===== src/rtl/calc_mvd_cost_nc.sv =====
// calc_mvd_cost_nc: picks the cheapest of NUM_CAND MV predictors and returns its lambda-weighted MVD cost.
// Define CALC_MVD_COST_SAT_EN to saturate mvd_cost_int64 on overflow instead of wrapping.
module calc_mvd_cost_nc #(
    parameter int NUM_CAND    = 2,
    parameter int MV_W        = 16,
    parameter int LAMBDA_FRAC = 32
) (
    input  logic                       ap_clk,
    input  logic                       ap_rst_n,
    input  logic                       ap_start,
    input  logic                       ap_ce,
    output logic                       ap_ready,
    output logic                       ap_idle,
    output logic                       ap_done,
    input  logic [31:0]                x,
    input  logic [31:0]                y,
    input  logic [31:0]                mv_shift,
    input  logic [NUM_CAND*2*MV_W-1:0] mv_cand,
    input  logic [63:0]                lambda_sqrt_integer_int64,
    input  logic [63:0]                lambda_sqrt_decimal_int64,
    output logic [63:0]                bitcost,
    output logic                       bitcost_ap_vld,
    output logic [2:0]                 best_idx,
    output logic [63:0]                mvd_cost_int64,
    output logic                       mvd_cost_int64_ap_vld
);
    typedef enum logic [2:0] {IDLE, EVAL, MUL1, MUL2, DONE} state_t;
    state_t state, state_nx;
    logic [2:0]                 idx, best_i;
    logic [31:0]                sx, sy;
    logic [NUM_CAND*2*MV_W-1:0] cand;
    logic [63:0]                lam_int, lam_dec;
    logic [7:0]                 best_cost, cur_cost, idx_cost;
    logic [MV_W-1:0]            cx, cy;
    logic [32:0]                dx, dy;
    logic [63:0]                p_int, p_dec, mvd, p_int_nx, p_dec_nx, mvd_nx;
    logic                       ovf, ovf_nx;
    logic                       unused;

    // a=0 -> 1, a=1 -> 3, otherwise 3 + 2*floor(log2(a))
    function automatic logic [6:0] comp_cost(input logic [32:0] d);
        logic [32:0] a;
        logic [6:0]  c;
        a = d[32] ? -d : d;
        c = (a == 33'd0) ? 7'd1 : 7'd3;
        for (int i = 1; i < 33; i++)
            if (a[i]) c = 7'(3 + 2 * i);
        return c;
    endfunction

    assign unused   = ^mv_shift[31:5];
    assign cx       = cand[int'(idx) * 2 * MV_W +: MV_W];
    assign cy       = cand[(int'(idx) * 2 + 1) * MV_W +: MV_W];
    assign dx       = {sx[31], sx} - {{(33 - MV_W){cx[MV_W-1]}}, cx};
    assign dy       = {sy[31], sy} - {{(33 - MV_W){cy[MV_W-1]}}, cy};
    assign idx_cost = (int'(idx) + 1 < NUM_CAND - 1) ? 8'(idx) + 8'd1 : 8'(NUM_CAND - 1);
    assign cur_cost = 8'(comp_cost(dx)) + 8'(comp_cost(dy)) + idx_cost;

`ifdef CALC_MVD_COST_SAT_EN
    logic [127:0] prod_int, prod_dec;
    logic [64:0]  sum;
    assign prod_int = {64'd0, lam_int} * {120'd0, best_cost};
    assign prod_dec = {64'd0, lam_dec} * {120'd0, best_cost};
    assign p_int_nx = prod_int[63:0];
    assign p_dec_nx = 64'(prod_dec >> LAMBDA_FRAC);
    assign ovf_nx   = |prod_int[127:64];
    assign sum      = {1'b0, p_int} + {1'b0, p_dec};
    assign mvd_nx   = (ovf || sum[64]) ? '1 : sum[63:0];
`else
    logic [71:0] prod_dec;
    assign prod_dec = {8'd0, lam_dec} * {64'd0, best_cost};
    assign p_int_nx = lam_int * {56'd0, best_cost};
    assign p_dec_nx = 64'(prod_dec >> LAMBDA_FRAC);
    assign ovf_nx   = 1'b0;
    assign mvd_nx   = ovf ? '1 : p_int + p_dec;
`endif

    always_ff @(posedge ap_clk or negedge ap_rst_n) begin
        if (!ap_rst_n) state <= IDLE;
        else if (ap_ce) state <= state_nx;
    end

    always_comb begin
        state_nx = state;
        case (state)
            IDLE:    state_nx = ap_start ? EVAL : IDLE;
            EVAL:    state_nx = (idx == 3'(NUM_CAND - 1)) ? MUL1 : EVAL;
            MUL1:    state_nx = MUL2;
            MUL2:    state_nx = DONE;
            default: state_nx = IDLE;
        endcase
    end

    always_comb begin
        ap_idle               = (state == IDLE);
        bitcost_ap_vld        = ap_done;
        mvd_cost_int64_ap_vld = ap_done;
    end

    always_ff @(posedge ap_clk or negedge ap_rst_n) begin
        if (!ap_rst_n) begin
            ap_ready       <= 1'b0;
            ap_done        <= 1'b0;
            idx            <= '0;
            best_i         <= '0;
            best_cost      <= '0;
            sx             <= '0;
            sy             <= '0;
            cand           <= '0;
            lam_int        <= '0;
            lam_dec        <= '0;
            p_int          <= '0;
            p_dec          <= '0;
            ovf            <= 1'b0;
            mvd            <= '0;
            bitcost        <= '0;
            best_idx       <= '0;
            mvd_cost_int64 <= '0;
        end else if (ap_ce) begin
            ap_ready <= (state == IDLE) && ap_start;
            ap_done  <= (state == DONE);
            case (state)
                IDLE: if (ap_start) begin
                    sx      <= x << mv_shift[4:0];
                    sy      <= y << mv_shift[4:0];
                    cand    <= mv_cand;
                    lam_int <= lambda_sqrt_integer_int64;
                    lam_dec <= lambda_sqrt_decimal_int64;
                    idx     <= '0;
                end
                EVAL: begin
                    idx <= idx + 3'd1;
                    if (idx == 3'd0 || cur_cost < best_cost) begin
                        best_cost <= cur_cost;
                        best_i    <= idx;
                    end
                end
                MUL1: begin
                    p_int <= p_int_nx;
                    p_dec <= p_dec_nx;
                    ovf   <= ovf_nx;
                end
                MUL2: mvd <= mvd_nx;
                default: begin
                    bitcost        <= 64'(best_cost);
                    best_idx       <= best_i;
                    mvd_cost_int64 <= mvd;
                end
            endcase
        end
    end
endmodule

===== config.mk =====
export PLATFORM = sky130hd
export DESIGN_NAME = calc_mvd_cost_nc
export DESIGN_NICKNAME = d
export VERILOG_FILES = /design/src/rtl/calc_mvd_cost_nc.sv
export SDC_FILE = /design/constraint.sdc
export NUM_CORES = 2
export LEC_CHECK = 0
export CORE_MARGIN = 2
export CORE_UTILIZATION = 60
export DETAILED_ROUTE_END_ITERATION = 8
export GPL_ROUTABILITY_DRIVEN = 1
export PLACE_DENSITY = 0.85
export SLEW_MARGIN = 20
export SYNTH_ARGS = -nofsm -noshare
export SYNTH_HDL_FRONTEND = slang
export SYNTH_SLANG_ARGS = --single-unit

===== constraint.sdc =====
create_clock -name ap_clk -period 21.5 [get_ports ap_clk]
set_input_delay 6.45 -clock ap_clk [delete_from_list [all_inputs] [get_ports ap_clk]]
set_output_delay 6.45 -clock ap_clk [all_outputs]
set_load 0.005 [all_outputs]

==> out/qor.csv <==
metric;value;unit
die height;322;um
Port-buffer cells;344;
largest net degree at the start of global routing;126;
Critical Path Slowest Stage Cell;or4b_1;
Post-synth EDFFs;0;
critical path type;reg2reg;
routability cong.;0.960;
sequential area share after synthesis;21.3;%
XOR/XNOR Fraction of Synth Area;3.35;%
post-cts sizing count;0;
root buffer cell;clkbuf_16;
Hold Violations, Final;0;
worst clock skew;42.7;ps
clk_lat worst skew;700;ps
Synth Warn #;0;
CP endpoint kind;flip-flop;
synthesized flop and latch total;518;
1st-iter DRT viols;4699;
met1 wire length;66.8;mm
WL final;164;mm
Die X;322;um
Min-Delay Path Class;reg2reg;
Syn Inst Count;7015;
most frequent CP cell;ha_1;
Synth Cell Area;60900;um2
clock sink count;518;
Pre-antenna DRT Iters;6;
Worst-Margin Slew;1150;ps
clock buffer depth;3;
initial antenna violation count;4;
vias in the first global route;51000;
highest metal used;met5;
Setup TNS;0;ps
startpoint types;flip-flop;
global-route wire length before repair;267;mm
post-synth top area share;23.8;%
post-CTS setup buffer count;0;
routed via count;50400;
total CTS buffers;58;
worst rel slew slack;22.6;%
final net count;8322;
clock slew at reported path FFs;60;ps
delay of the slowest critical-path stage;640;ps
WL per Instance;19.5;um
total grt overflow;0;
H-tree depth;2;
Filler Cell Count;7818;
Synth cell types;99;
Synth area leader;fa_1;
complex-gate fraction of the synthesized area;12.4;%
top cells by area, synth;fa_1 24%, dfrtp_1 21%, nand2_1 9.9%, ha_1 5.9%, and2_1 4.3%;
ys async rst share;100;%
ratio of cells with drive above 1 in the final layout;5.77;%
most frequent cells after synthesis;1603 x nand2_1, 724 x fa_1, 622 x inv_1;
Final Util;66.2;%
# DRC;0;
Post-Syn Area per Cell;8.68;um2
post-synthesis adder-cell area fraction;29.7;%
Slew Limit Fails;0;
Layout area overhead;9.15;%
critical path arrival;11410;ps
# rows;116;
status;finished, final reports clean;
All-Layer GR Usage;32.0;%
TritonCTS clock tree;yes;
FMAX;92.2;MHz
Initial Util;60.7;%
met3 WL;16.1;mm
CP max FO;37;
Hold Buf Count CTS;0;
Critical Path RT;22060;ps
DP HPWL;125;mm
Top Ports;428;
die area;104000;um2
core area;100000;um2
Synth Area in Simple Gates;20.3;%
Met2 Wirelength;75.3;mm
Top FF cell, synth;dfrtp_1;
Tmin final;10840;ps
post-synthesis mux area share;5.60;%
ANT nets after route;0;
main combinational cell family by area after synthesis;adder cells;
final setup fails;0;
RSZ-0062 raised after global routing;false;
routed vias/inst;5.99;
Fin Hold WS;468;ps
most frequent cell after synthesis;nand2_1;
final period utilization;50.4;%
max_cap viols;0;
flip-flops by register name, summed over array words and instances, names as in the netlist:
name and count:
best_i 3, mvd_cost_int64 64, best_idx 3, mvd 64, bitcost 8, sx 32
p_dec 40, state 3, ap_done 1, sy 32, best_cost 8, cand 64
lam_int 64, idx 3, lam_dec 64, ap_ready 1, p_int 64
layer usage:
metal  up-vias  GRT usage, %
met1     24600          43.3
met5         -             0
li1      22900             -
met2      2557          51.0
met3       357          6.56
met4         4          11.8
metrics by stage:
| step | instances | setup WS, ps | instance area, um2 |
|---|---|---|---|
| floorplan | 7071 | 12490 | 61100 |
| global placement | 8315 | 10820 | 64500 |
| detailed placement | 8315 | 10650 | 64500 |
| CTS | 8423 | 10590 | 66400 |
| global route | 8424 | 10100 | 66400 |
| finish | 8425 | 10660 | 66400 |
cells by family (layout without fill, tap and decap cells):
| family | count (synthesis) | count (layout) |
|---|---|---|
| AND/OR/NAND/NOR | 2711 | 2711 |
| multiplexers | 258 | 258 |
| XOR/XNOR | 232 | 232 |
| flip-flops | 518 | 518 |
| adder cells (fa/ha/maj) | 1012 | 1012 |
| AO/OA/AOI/OAI | 1165 | 1165 |
| other | 2 | 60 |
| buffers and inverters | 1117 | 1112 |
path summary, 6_finish.rpt:
check / startpoint / to / slack, ps / depth (start not counted)
hold reg to reg: cand[53] / cand[53] / 470 / 2
hold / removal: cand[53] / cand[53] / 470 / 2
min in group asynchronous: ap_rst_n / mvd_cost_int64[24] / 5780 / 1
max in group asynchronous: ap_rst_n / lam_int[38] / 12820 / 4
setup / recovery: idx[0] / best_cost[4] / 10660 / 39
setup reg to reg: idx[0] / best_cost[4] / 10660 / 39
critical path, delay by kind of cell, from the launching register on:
kind / cells / cell delay [ps]
buffers and inverters: 2 / 580
multiplexers: 2 / 870
AO/OA/AOI/OAI: 21 / 4770
flip-flops: 1 / 340
AND/OR/NAND/NOR: 9 / 2690
adder cells (fa/ha/maj): 4 / 1210
XOR/XNOR: 1 / 220
placed cells by master, fill, tap and decap left out, types with 123 or more instances in the layout:
cell,instances
mux2_2,141
dfrtp_1,509
o21ai_0,375
ha_1,288
xnor2_1,123
inv_1,622
nor2_1,207
a21oi_1,231
nand2_1,1602
fa_1,724
and2_1,421
clkdlybuf4s50_1,339
layout make-up:
cell class	count	area, um2	share of cell area, %
antenna	2	5.00	0.00753
clock buffer	68	1520	2.29
clock inverter	40	425	0.640
inverter	622	2330	3.51
multi-input combinational	5436	43700	65.8
sequential	518	13000	19.6
tap	1357	1700	2.56
timing repair buffer	382	3730	5.62
Power is not shown: default switching activity piles up to over one toggle a cycle in this logic, so the estimate is an artifact.
